`src/rtl/cmd_arbiter.sv`:
```
// cmd_arbiter: merges debounced button pulses and UART command bytes into single-cycle
// one-hot command pulses, keeps a shadow of the stopwatch run flag and display mode,
// and optionally echoes each UART command back through the TX handshake.
module cmd_arbiter #(
  parameter bit         ECHO_EN  = 1'b1,
  parameter logic [7:0] ERR_CHAR = 8'h3F
) (
  input  logic       clk,
  input  logic       rst,
  input  logic [7:0] i_rx_data,
  input  logic       i_rx_done,
  input  logic       i_btn_run,
  input  logic       i_btn_clear,
  input  logic       i_btn_mode,
  input  logic       i_tx_busy,
  output logic [9:0] o_com_data,
  output logic       o_tx_start,
  output logic [7:0] o_tx_data,
  output logic       o_mode,
  output logic       o_run,
  output logic       o_err
);

  typedef enum logic [1:0] {StIdle, StIssue, StEchoReq, StEchoWait} state_e;
  typedef enum logic [1:0] {SrcClear, SrcRun, SrcMode, SrcUart} src_e;

  state_e     r_state;
  src_e       r_src;
  logic [2:0] r_btn_pend;  // {mode, clear, run}
  logic       r_uart_val;
  logic [6:0] r_uart_code;
  logic [7:0] r_uart_byte;
  logic [9:0] r_com;
  logic       r_run;
  logic       r_mode;
  logic       r_err;
  logic [7:0] r_echo_byte;
  logic [7:0] r_tx_data;
  logic       r_seen_busy;
  logic [1:0] r_wait_cnt;

  logic [7:0] w_rx_fold;
  logic [6:0] w_rx_code;
  logic       w_issue;
  logic       w_clr_run;
  logic       w_clr_clear;
  logic       w_clr_mode;
  logic       w_echo_done;
  logic       w_clr_uart;
  logic       w_rx_drop;
  logic       w_any;
  src_e       w_src;
  logic [9:0] w_code;
  logic [7:0] w_echo_byte;

  // Clearing bit 5 folds ASCII lower case onto upper case; only exact letter codes match.
  assign w_rx_fold = i_rx_data & 8'hDF;

  // Decode a received byte into its one-hot command code (zero = unknown byte).
  always_comb begin
    w_rx_code = 7'd0;
    case (w_rx_fold)
      8'h52:   w_rx_code = 7'h01;  // R run
      8'h53:   w_rx_code = 7'h02;  // S stop
      8'h43:   w_rx_code = 7'h04;  // C clear
      8'h4D:   w_rx_code = 7'h08;  // M mode
      8'h48:   w_rx_code = 7'h10;  // H hour+
      8'h4E:   w_rx_code = 7'h20;  // N min+
      8'h45:   w_rx_code = 7'h40;  // E sec+
      default: w_rx_code = 7'd0;
    endcase
  end

  assign w_issue     = (r_state == StIssue);
  assign w_clr_run   = w_issue && (r_src == SrcRun);
  assign w_clr_clear = w_issue && (r_src == SrcClear);
  assign w_clr_mode  = w_issue && (r_src == SrcMode);
  assign w_echo_done = (r_state == StEchoWait) && !i_tx_busy &&
                       (r_seen_busy || (r_wait_cnt == 2'd3));
  // The UART slot stays occupied until its echo has completed, so bytes arriving
  // while a command is still being echoed count as an overrun.
  assign w_clr_uart  = (w_issue && (r_src == SrcUart) && !ECHO_EN) || w_echo_done;
  assign w_rx_drop   = i_rx_done && r_uart_val && !w_clr_uart;
  assign w_any       = (|r_btn_pend) || r_uart_val;
  assign w_echo_byte = (r_uart_code == 7'd0) ? ERR_CHAR : r_uart_byte;

  // Pick the highest-priority pending source: clear > run > mode > UART.
  always_comb begin
    w_src  = SrcUart;
    w_code = {3'b000, r_uart_code};
    if (r_btn_pend[1]) begin
      w_src  = SrcClear;
      w_code = 10'h004;
    end else if (r_btn_pend[0]) begin
      w_src  = SrcRun;
      w_code = r_run ? 10'h002 : 10'h001;
    end else if (r_btn_pend[2]) begin
      w_src  = SrcMode;
      w_code = 10'h008;
    end
  end

  // Sticky pending flags; a new event in the same cycle as its clear wins.
  always_ff @(posedge clk or posedge rst) begin
    if (rst) begin
      r_btn_pend  <= 3'b000;
      r_uart_val  <= 1'b0;
      r_uart_code <= 7'd0;
      r_uart_byte <= 8'd0;
      r_err       <= 1'b0;
    end else begin
      r_btn_pend[0] <= i_btn_run   | (r_btn_pend[0] & ~w_clr_run);
      r_btn_pend[1] <= i_btn_clear | (r_btn_pend[1] & ~w_clr_clear);
      r_btn_pend[2] <= i_btn_mode  | (r_btn_pend[2] & ~w_clr_mode);
      if (i_rx_done && !w_rx_drop) begin
        r_uart_val  <= 1'b1;
        r_uart_code <= w_rx_code;
        r_uart_byte <= i_rx_data;
      end else if (w_clr_uart) begin
        r_uart_val <= 1'b0;
      end
      r_err <= i_rx_done && (w_rx_drop || (w_rx_code == 7'd0));
    end
  end

  // Arbitration FSM with registered command, shadow state and echo byte.
  always_ff @(posedge clk or posedge rst) begin
    if (rst) begin
      r_state     <= StIdle;
      r_src       <= SrcClear;
      r_com       <= 10'd0;
      r_run       <= 1'b0;
      r_mode      <= 1'b0;
      r_echo_byte <= 8'd0;
      r_tx_data   <= 8'd0;
      r_seen_busy <= 1'b0;
      r_wait_cnt  <= 2'd0;
    end else begin
      r_com <= 10'd0;
      case (r_state)
        StIdle: begin
          if (w_any) begin
            r_src       <= w_src;
            r_com       <= w_code;
            r_echo_byte <= w_echo_byte;
            r_state     <= StIssue;
          end
        end
        StIssue: begin
          if (r_com[0]) r_run <= 1'b1;
          if (r_com[1] || r_com[2]) r_run <= 1'b0;
          if (r_com[3]) r_mode <= ~r_mode;
          r_state <= ((r_src == SrcUart) && ECHO_EN) ? StEchoReq : StIdle;
        end
        StEchoReq: begin
          if (!i_tx_busy) begin
            r_tx_data   <= r_echo_byte;
            r_seen_busy <= 1'b0;
            r_wait_cnt  <= 2'd0;
            r_state     <= StEchoWait;
          end
        end
        StEchoWait: begin
          if (i_tx_busy) begin
            r_seen_busy <= 1'b1;
          end else if (r_seen_busy || (r_wait_cnt == 2'd3)) begin
            r_state <= StIdle;
          end else begin
            r_wait_cnt <= r_wait_cnt + 2'd1;
          end
        end
        default: r_state <= StIdle;
      endcase
    end
  end

  // Start is combinational so the echo can leave one cycle after the command pulse.
  assign o_tx_start = (r_state == StEchoReq) && !i_tx_busy;
  assign o_tx_data  = o_tx_start ? r_echo_byte : r_tx_data;
  assign o_com_data = r_com;
  assign o_run      = r_run;
  assign o_mode     = r_mode;
  assign o_err      = r_err;

endmodule

```
`config.mk`:
```
export PLATFORM = sky130hd
export DESIGN_NAME = cmd_arbiter
export DESIGN_NICKNAME = d
export VERILOG_FILES = /design/src/rtl/cmd_arbiter.sv
export SDC_FILE = /design/constraint.sdc
export NUM_CORES = 1
export LEC_CHECK = 0
export ABC_CLOCK_PERIOD_IN_PS = 1850
export CAP_MARGIN = 20
export CORE_UTILIZATION = 53
export CTS_CLUSTER_DIAMETER = 120
export DETAILED_ROUTE_END_ITERATION = 8
export PLACE_DENSITY = 0.79
export RECOVER_POWER = 25
export SLEW_MARGIN = 20
export SYNTH_ARGS = -nofsm -noshare
export SYNTH_HDL_FRONTEND = slang
export SYNTH_SLANG_ARGS = --single-unit
```
`constraint.sdc`:
```
create_clock -name clk -period 1.85 [get_ports clk]
set_input_delay 0.4625 -clock clk [delete_from_list [all_inputs] [get_ports clk]]
set_output_delay 0.4625 -clock clk [all_outputs]
set_load 0.01 [all_outputs]
```
# Yosys cells after proc, flatten, opt, wreduce, memory -nomap -nowiden
# Cells that the tools add are included.
word_totals:
  regBits: 55
  inputBits: 15
  out_inout_bits: 22
  word_cells: 107
classes:
  addsub: 1
  n_eq_ne: 20
  mux: 29
  bitwise_logic: 11
  reduce_logical: 32
ops:
  columns: ["operator", "count"]
  rows:
  - ["$eq 7x6->1 const B", 7]
  - ["$pmux 7 s7", 1]
  - ["$mux 2", 11]
  - ["$mux 7", 3]
  - ["$mux 10", 2]
  - ["$mux 8", 2]
  - ["$logic_not 7->1", 2]
  - ["$eq 2x2->1 const B", 5]
  - ["$logic_and 1x1->1", 10]
  - ["$ne 2x2->1 const B", 5]
  - ["$pmux 2 s4", 1]
  - ["$reduce_and 2->1", 4]
  - ["$reduce_and 4->1", 2]
  - ["$mux 1", 7]
  - ["$reduce_bool 2->1", 3]
  - ["$not 1->1", 5]
  - ["$eq 2x1->1 const B", 2]
  - ["$logic_not 2->1", 2]
  - ["$logic_or 1x1->1", 4]
  - ["$pmux 2 s2", 1]
  - ["$and 1x1->1", 3]
  - ["$logic_not 1->1", 3]
  - ["$or 1x1->1", 3]
  - ["$reduce_and 3->1", 1]
  - ["other kinds (4)", 4]

# Longest topological paths before layout
# Gate-level depths: netlist of run 1.
logic_depth:
  ltp_word: 8
  depth_mapped: 6
  depth_no_buf: 5

# Least setup slack after synthesis of run 1
# OpenSTA, ideal clock, no wires.
synth_timing:
  kind: "input to output"
  from: "in i_tx_busy"
  to: "out o_tx_data[0]"
  arrival_ns: 1.422
  required_ns: 1.387
  setup_slack_ns: -0.034
  path_stages: 3
  n_path_buf: 0
  cell_sequence: "nand2b_2 -> nor2_2 -> mux2_2"
synth_between:
  elab_chain_cells: 3
synth_rtl:
  columns: ["element", "line_no", "text"]
  rows:
  - ["start, declared", "15", "input logic i_tx_busy,"]
  - ["$logic_not 1->1", "178", "assign o_tx_start = (r_state == StEchoReq) && !i_tx_busy;"]
  - ["$logic_and 1x1->1", "178", null]
  - ["net o_tx_start", "17", "output logic o_tx_start,"]
  - ["$mux 8", "179", "assign o_tx_data = o_tx_start ? r_echo_byte : r_tx_data;"]
  - ["end, declared", "18", "output logic [7:0] o_tx_data,"]
# The timed path passes the listed nets, and every way through them passes these cells.

==> reports/metrics.yaml, run 1 <==
status:
  status: "complete, but fails checks"
  violations: "setup timing"
place:
  hpwlAfterDp_mm: 3.074
  portBuffers: 33
  dpl_cell_area_sq_um: 2854
  dp.cells: 300
  place.gp.congestion: 0.7920
global_route:
  grt-ovfl-total: 0
  antenna_found_initial: 0
  grt.total_usage_pct: 22.00
  grt_max_degree: 29
  grt_pass1_vias: 1494
  grt_pass1_wl_mm: 7.203
layout:
  fillers: 284
  num_antenna_cells: 0
  stdcell_count: 312
  final_nets: 277
  drive_above_1_share_pct: 29.01
  final_area_sq_um: 3037
  synthToLayoutAreaGrowth_pct: 29.65
floorplan:
  io_pins: 37
  fp-row-count: 23
  coreArea_sq_um: 4115
  die_h_um: 68.48
  start_util_pct: 56.92
  die_w_um: 68.48
  die_area_sq_um: 4690
logic_synthesis:
  synth_top_family_by_area: "simple AND/OR/NAND/NOR gates"
  synthSimpleGateAreaFrac_pct: 18.11
  yosysTopAreaCell: "dfrtp_1"
  yosys.area_share.xor_xnor_pct: 0.3739
  ys_async_sr_fraction_pct: 100.0
  seq_area_frac_synth_pct: 55.56
  ys_types: 44
  synth_ff_type: "dfrtp_1"
  synth_fa_ha_area_share_pct: 0.5342
  syn_area_sq_um: 2342
  ys_seq_elements: 52
  muxShareOfSynthArea_pct: 11.86
  yosys_warnings: 0
  synth_top_cell_area_share_pct: 55.56
  avgSynthCellArea_sq_um: 11.43
  synth_compound_area_share_pct: 9.188
  synth-edff-count: 0
  yosys-top-cells-area: "dfrtp_1 (56%), mux2_2 (6.3%), mux2_4 (3.8%)"
  syn_inst: 205
timing:
  slew_violations: 0
  hold_viol: 0
  slew_headroom_pct: 55.36
  rsz0062_at_grt: "true"
  final.period_utilization_pct: 107.4
  report.final.setup_viol: 8
  finClkSkew_ps: 3.311
  setup_ws_ps: -137.7
  max_freq_mhz: 503.1
  worstMarginPinSlew_ps: 669.6
  layout_min_cycle_time_ps: 1988
clock_network:
  root_buffer: "clkbuf_8"
  cts_tree: "done"
  clock_latency_ps: 300
  cts.clk_slew.worst_paths_ps: 90
  cts_hold_buf: 0
  cts_buffers: 5
  cts_htree_levels: 2
  ctsLongestPathBuffers: 2
  clock_sinks: 52
critical_path:
  cp.depth: 5
  start_kind: "flip-flop"
  reg2reg_to: "r_uart_byte[3]$_DFFE_PP0P_"
  endpoint: "o_tx_data[1]"
  regToRegSetupSlack_ps: 110
  r2r_cells: 6
  end_kind: "primary output"
  path_max_fanout: 4
  reg2reg_from: "r_wait_cnt[0]$_DFFE_PP0P_"
  cp_cell_sequence: "nand2b_4 -> nor2_4 -> clkbuf_16 -> mux2_4 -> buf_6"
  slowest_stage: "dfrtp_1"
  cpPeakStageDelay_ps: 400
  crit_buf_inv: 2
  worstSetupPathType: "flip-flop to primary output"
  critPathArrivalTime_ps: 1530
  worstPathRequired_ps: 1390
  path_delay_family: "flip-flops"
drt:
  via_count: 1625
  drt_first_pass_iters: 4
  wl_per_cell_um: 13.85
  drc: 0
  routed_wl_mm: 4.322
  viasPerCell: 5.208
  final_antenna_net_count: 0
  first_iter_violations: 68
power_and_ir_drop:
  vdd_drop_max_uv: 612.1
  totalPowerFinal_w: 0.004349
  p_leak_nw: 1.421
  p_per_area_nw_per_um2: 1432
flow_run:
  max_cap_violations: 0
worst_hold_path:
  min_path_type: "flip-flop to flip-flop"
## state kept, by name, indices dropped and copies added, names as in the netlist, named ones only
signal / flops
o_com_data: 7
o_err: 1
o_mode: 1
o_run: 1
r_btn_pend: 3
r_echo_byte: 8
r_seen_busy: 1
r_src: 2
r_state: 1
r_tx_data: 8
r_uart_byte: 8
r_uart_code: 7
r_uart_val: 1
r_wait_cnt: 2
## what timing repair did
action / in CTS / in global routing
resized for setup: 58 / 1
cloned: 1 / 0
setup endpoints to repair: 9 / 9
pin swaps: 1 / 1
endpoints found under the hold margin: 0 / 0
buffers inserted: 3 / 0
## per-layer routing
| metal | part of all wire, % | GRT usage, % | vias up |
|---|---|---|---|
| met2 | 47 | 33.58 | 33 |
| met4 | 1.6 | 7.813 | 0 |
| met1 | 48 | 30.00 | 781 |
| met5 | 0 | 0 | - |
| li1 | - | - | 806 |
| met3 | 3.1 | 6.000 | 5 |
## worst min path at each step
stage	cells past startpoint	to	start
2_1_floorplan	2	r_echo_byte[0]$_DFFE_PP0P_	r_echo_byte[0]$_DFFE_PP0P_
6_report	1	o_mode$_DFFE_PP0P_	o_mode$_DFFE_PP0P_
3_3_place_gp	1	o_mode$_DFFE_PP0P_	o_mode$_DFFE_PP0P_
5_1_grt	1	o_mode$_DFFE_PP0P_	o_mode$_DFFE_PP0P_
4_1_cts	1	o_mode$_DFFE_PP0P_	o_mode$_DFFE_PP0P_
3_5_place_dp	2	r_echo_byte[7]$_DFFE_PP0P_	r_echo_byte[7]$_DFFE_PP0P_
## final cells by class
type | instances | area, sq um | share of cell area (%)
clock buffers | 6 | 82.58 | 2.719
clock inverters | 2 | 10.01 | 0.3296
inverters | 6 | 22.52 | 0.7417
multi-input cells | 138 | 989.7 | 32.59
flip-flops and latches | 52 | 1301 | 42.85
well taps | 50 | 62.56 | 2.060
repair buffers | 58 | 568.0 | 18.71
## synth_stat cells (3+ instances only)
| cell | number |
|---|---|
| a21oi_1 | 7 |
| and2_1 | 3 |
| buf_4 | 5 |
| clkbuf_1 | 3 |
| dfrtp_1 | 52 |
| inv_1 | 6 |
| mux2_2 | 13 |
| mux2_4 | 6 |
| mux2i_1 | 3 |
| nand2_1 | 17 |
| nand2b_1 | 3 |
| nor2_1 | 23 |
| nor2b_1 | 4 |
| nor3_1 | 3 |
| nor3b_1 | 5 |
| nor4_1 | 3 |
| o21ai_0 | 4 |
| o21ai_1 | 3 |
| o21ai_2 | 7 |
| o31ai_1 | 4 |
## power breakdown
group / switching (W) / internal, W / leakage, nW
clock network: 0.000361 / 0.000299 / 0.0510
logic: 0.000845 / 0.00101 / 0.721
registers: 0.000290 / 0.00154 / 0.648
total: 0.00150 / 0.00285 / 1.42
## cell usage in the layout, fill, tap and decap left out, types with 4 or more instances in the layout
master,instances
nand2_1,17
dfrtp_1,52
nor2b_1,4
clkdlybuf4s50_1,22
inv_1,6
mux2_4,14
o21ai_0,4
o21ai_2,7
clkbuf_8,6
mux2_2,5
nor2_1,23
nor3b_1,5
a21oi_1,7
buf_4,19
o31ai_1,4
buf_6,8
## worst reg2reg max path: cells and delay by family (launching register included)
kind	cells	cell delay, ps
flip-flops	1	430
multiplexers	1	350
AO/OA/AOI/OAI	2	340
adder cells (fa/ha/maj)	1	260
buffers and inverters	1	160
AND/OR/NAND/NOR	1	90
## per-stage QoR
step | utilization, % | worst slack [ps] | hold slack (ps) | setup TNS (ps)
floorplan | - | 82.11 | 445.9 | 0
global placement | 69.35 | -806.8 | 457.7 | -9567
detailed placement | 69.35 | -819.9 | 470.8 | -9911
CTS | 73.97 | -187.1 | 493.1 | -1420
global route | 73.79 | -205.9 | 508.4 | -1492
finish | 73.79 | -137.7 | 481.8 | -988.5
## cells by family (layout without fill, tap and decap cells)
family / after synthesis / in the layout
XOR/XNOR: 1 / 1
other: 1 / 3
buffers and inverters: 17 / 72
AO/OA/AOI/OAI: 32 / 32
flip-flops: 52 / 52
AND/OR/NAND/NOR: 78 / 78
multiplexers: 23 / 23
adder cells (fa/ha/maj): 1 / 1
No activity file was read; power rests on OpenSTA's default activity.
==> inputs of run 2 (changes only) <==
--- a/config.mk
+++ b/config.mk
@@ -5,6 +5,7 @@
 export SDC_FILE = /design/constraint.sdc
 export NUM_CORES = 1
 export LEC_CHECK = 0
+export ABC_AREA = 1
 export ABC_CLOCK_PERIOD_IN_PS = 1850
 export CAP_MARGIN = 20
 export CORE_UTILIZATION = 53
@@ -12,6 +13,7 @@
 export DETAILED_ROUTE_END_ITERATION = 8
 export PLACE_DENSITY = 0.79
 export RECOVER_POWER = 25
+export SKIP_LAST_GASP = 1
 export SLEW_MARGIN = 20
 export SYNTH_ARGS = -nofsm -noshare
 export SYNTH_HDL_FRONTEND = slang
==> reports/metrics.yaml, run 2 <==
status:
  status: "complete, but fails checks"
  violations: "setup timing"
layout:
  drive_above_1_share_pct: 21.94  # -7.1 points
  synthToLayoutAreaGrowth_pct: 26.01
  stdcell_count: 360  # +15%
  register_area_sq_um: 1301  # unchanged
  num_antenna_cells: 0  # unchanged
  multi_input_area_sq_um: 838.3  # -15%
  fillers: 313  # +10%
  final_common_cell: "dfrtp_1"
  biggestRegsByFlops: "r_echo_byte: 8 flops, r_tx_data: 8 flops, r_uart_byte: 8 flops"
  final_nets: 325  # +17%
  final_cell_mix: "dfrtp_1 (52), nand2_1 (48), inv_1 (37), o21ai_0 (26), clkdlybuf4s50_1 (22)"
logic_synthesis:
  syn_area_sq_um: 2300  # -1.8%
  yosysTopAreaCell: "dfrtp_1"
  yosys-top-cells-area: "dfrtp_1 (57%), nand2_1 (8.7%), o21ai_0 (6.7%)"
  avgSynthCellArea_sq_um: 9.018  # -21%
  synthTopCellsByCount: "nand2_1 (53), dfrtp_1 (52), inv_1 (39)"
  synth.most_common_cell: "nand2_1"
  synth_ff_type: "dfrtp_1"
  ys_types: 33  # -25%
  synth-edff-count: 0  # unchanged
  ys_async_sr_fraction_pct: 100.0  # unchanged
  syn_inst: 255  # +24%
  seq_area_frac_synth_pct: 56.58  # +1.0 points
  synth_top_cell_area_share_pct: 56.58  # +1.0 points
  yosys_warnings: 0  # unchanged
  ys_seq_elements: 52  # unchanged
timing:
  report.final.setup_viol: 8  # unchanged
  max_freq_mhz: 480.1  # -4.6%
  slew_headroom_pct: 25.64  # -30 points
  hold_viol: 0  # unchanged
  setup_ws_ps: -232.9  # -95.27 ps
  final.period_utilization_pct: 112.6  # +5.1 points
  layout_min_cycle_time_ps: 2083  # +95.27 ps
  slew_violations: 0  # unchanged
  rsz0062_at_grt: "true"
  worstMarginPinSlew_ps: 1115  # +445.8 ps
  tns_ps: -1576  # -587.2 ps
  holdWs_ps: 475.2  # -6.595 ps
  finClkSkew_ps: 7.719  # +4.408 ps
drt:
  via_count: 1821  # +12%
  viasPerCell: 5.058  # -2.9%
  final_antenna_net_count: 0  # unchanged
  first_iter_violations: 90  # +32%
  drc: 0  # unchanged
  drt_first_pass_iters: 4  # unchanged
  routed_wl_mm: 4.751  # +9.9%
  wl_per_cell_um: 13.20  # -4.7%
place:
  dp.cells: 339  # +13%
  place.gp.congestion: 0.8516  # +7.5%
  portBuffers: 33  # unchanged
  hpwlAfterDp_mm: 3.137  # +2.0%
critical_path:
  critPathArrivalTime_ps: 1620  # +90 ps
  worstPathRequired_ps: 1390  # about the same
  start_kind: "flip-flop"
  path_max_fanout: 4  # unchanged
  end_kind: "primary output"
  worstSetupPathType: "flip-flop to primary output"
  regToRegSetupSlack_ps: 150  # +40 ps
global_route:
  antenna_found_initial: 0  # unchanged
  grt.total_usage_pct: 22.65  # +0.65 points
  grt_max_degree: 32  # +10%
  grt-ovfl-total: 0  # unchanged
  grt_pass1_wl_mm: 7.555  # +4.9%
  grt_pass1_vias: 1683  # +13%
floorplan:
  io_pins: 37  # unchanged
  die_h_um: 67.87  # -0.89%
  coreArea_sq_um: 4086  # -0.70%
  die_area_sq_um: 4606  # -1.8%
  die_w_um: 67.87  # -0.89%
  start_util_pct: 56.28  # -0.64 points
  fp-row-count: 23  # unchanged
clock_network:
  cts.clk_slew.worst_paths_ps: 80  # about the same
  ctsLongestPathBuffers: 2  # unchanged
  clock_sinks: 52  # unchanged
  clock_latency_ps: 310  # about the same
  root_buffer: "clkbuf_8"
  cts_buffers: 5  # unchanged
  cts_htree_levels: 2  # unchanged
  cts_tree: "done"
worst_hold_path:
  min_path_type: "flip-flop to flip-flop"
flow_run:
  max_cap_violations: 0  # unchanged
power_and_ir_drop:
  vdd_drop_max_uv: 656.3  # +7.2%
  p_per_area_nw_per_um2: 1270  # -11%
  p_leak_nw: 1.425  # +0.29%
-- run 2: cell count changes in the layout (fill, tap and decap cells not counted), sizes merged, moves of 4 or more --
cell,before,now
buf,32,23
clkinvlp,0,5
inv,6,40
mux2,20,0
nand2,18,57
nand2b,5,0
nand3,2,9
nor2,24,20
nor2b,4,0
nor3b,5,0
o21ai,14,44
o31ai,4,0
-- run 2: repair_timing --
action                                  CTS  global route
gates resized for setup                  45            17
buffers inserted                          6             4
gates cloned                              1             2
pin swaps                                 1             2
endpoints found under the setup margin    9            16
hold buffers                              0             0
-- run 2: cells by family (layout without fill, tap and decap cells) --
group	count (synthesis)	count (layout)	synth area share, %
xor gates and xnor gates	2	2	0.7618
DFF	52	52	56.58
other	1	3	0.1631
and+or+nand+nor	96	96	18.17
adders and majority gates	1	1	0.5440
buffers and inverters	49	102	9.684
AOI/OAI and AO/OA	54	54	14.09
-- run 2: worst max-delay path, cell delays in order, from the launching register on --
cell and delay, ps:
dfrtp_1 410, nor3_4 290, clkinvlp_4 200, buf_4 160
nand2_1 40, o21ai_1 80, buf_2 150
-- run 2: power by group --
group | internal, W | switching, W
clock | 0.000304 | 0.000362
combinational | 0.000542 | 0.000757
sequential | 0.00151 | 0.000200
-- run 2: area by class of cell --
type	count	share of cell area, %
Tap cell	50	2.159
Clock inverter	1	0.2591
Clock buffer	7	2.979
Sequential cell	52	44.91
Timing Repair Buffer	50	14.55
Multi-Input combinational cell	156	28.93
Inverter	41	5.527
Timing Repair inverter	3	0.6908
-- run 2: metrics by stage --
stage	area [sq um]	total power (W)	util [%]	setup WS (ps)
floorplan	2307	0.002409	-	16.37
global placement	2686	0.002825	65.74	-763.0
detailed placement	2686	0.002884	65.74	-803.0
CTS	2808	0.003500	68.71	-202.6
global route	2898	0.003929	70.91	-308.4
finish	2898	0.003679	70.91	-232.9
-- run 2: final timing paths --
kind / start / endpoint / cells after the start
worst max-delay path: r_state[0]$_DFFE_PP0P_ / o_tx_data[4] / 6
worst min-delay path: o_mode$_DFFE_PP0P_ / o_mode$_DFFE_PP0P_ / 1
worst max register to register: r_btn_pend[0]$_DFF_PP0_ / r_echo_byte[7]$_DFFE_PP0P_ / 8
worst min register to register: o_mode$_DFFE_PP0P_ / o_mode$_DFFE_PP0P_ / 1
max in group asynchronous: rst / o_com_data[0]$_DFF_PP0_ / 3
min in group asynchronous: rst / r_tx_data[6]$_DFFE_PP0P_ / 3
-- run 2: metal layers --
| metal | GRT usage (%) | part of all wire [%] | vias to the layer above |
|---|---|---|---|
| li1 | - | - | 909 |
| met1 | 29.67 | 43 | 862 |
| met2 | 37.87 | 52 | 44 |
| met3 | 5.000 | 4.3 | 6 |
| met4 | 6.250 | 1.2 | 0 |
| met5 | 0 | 0 | - |
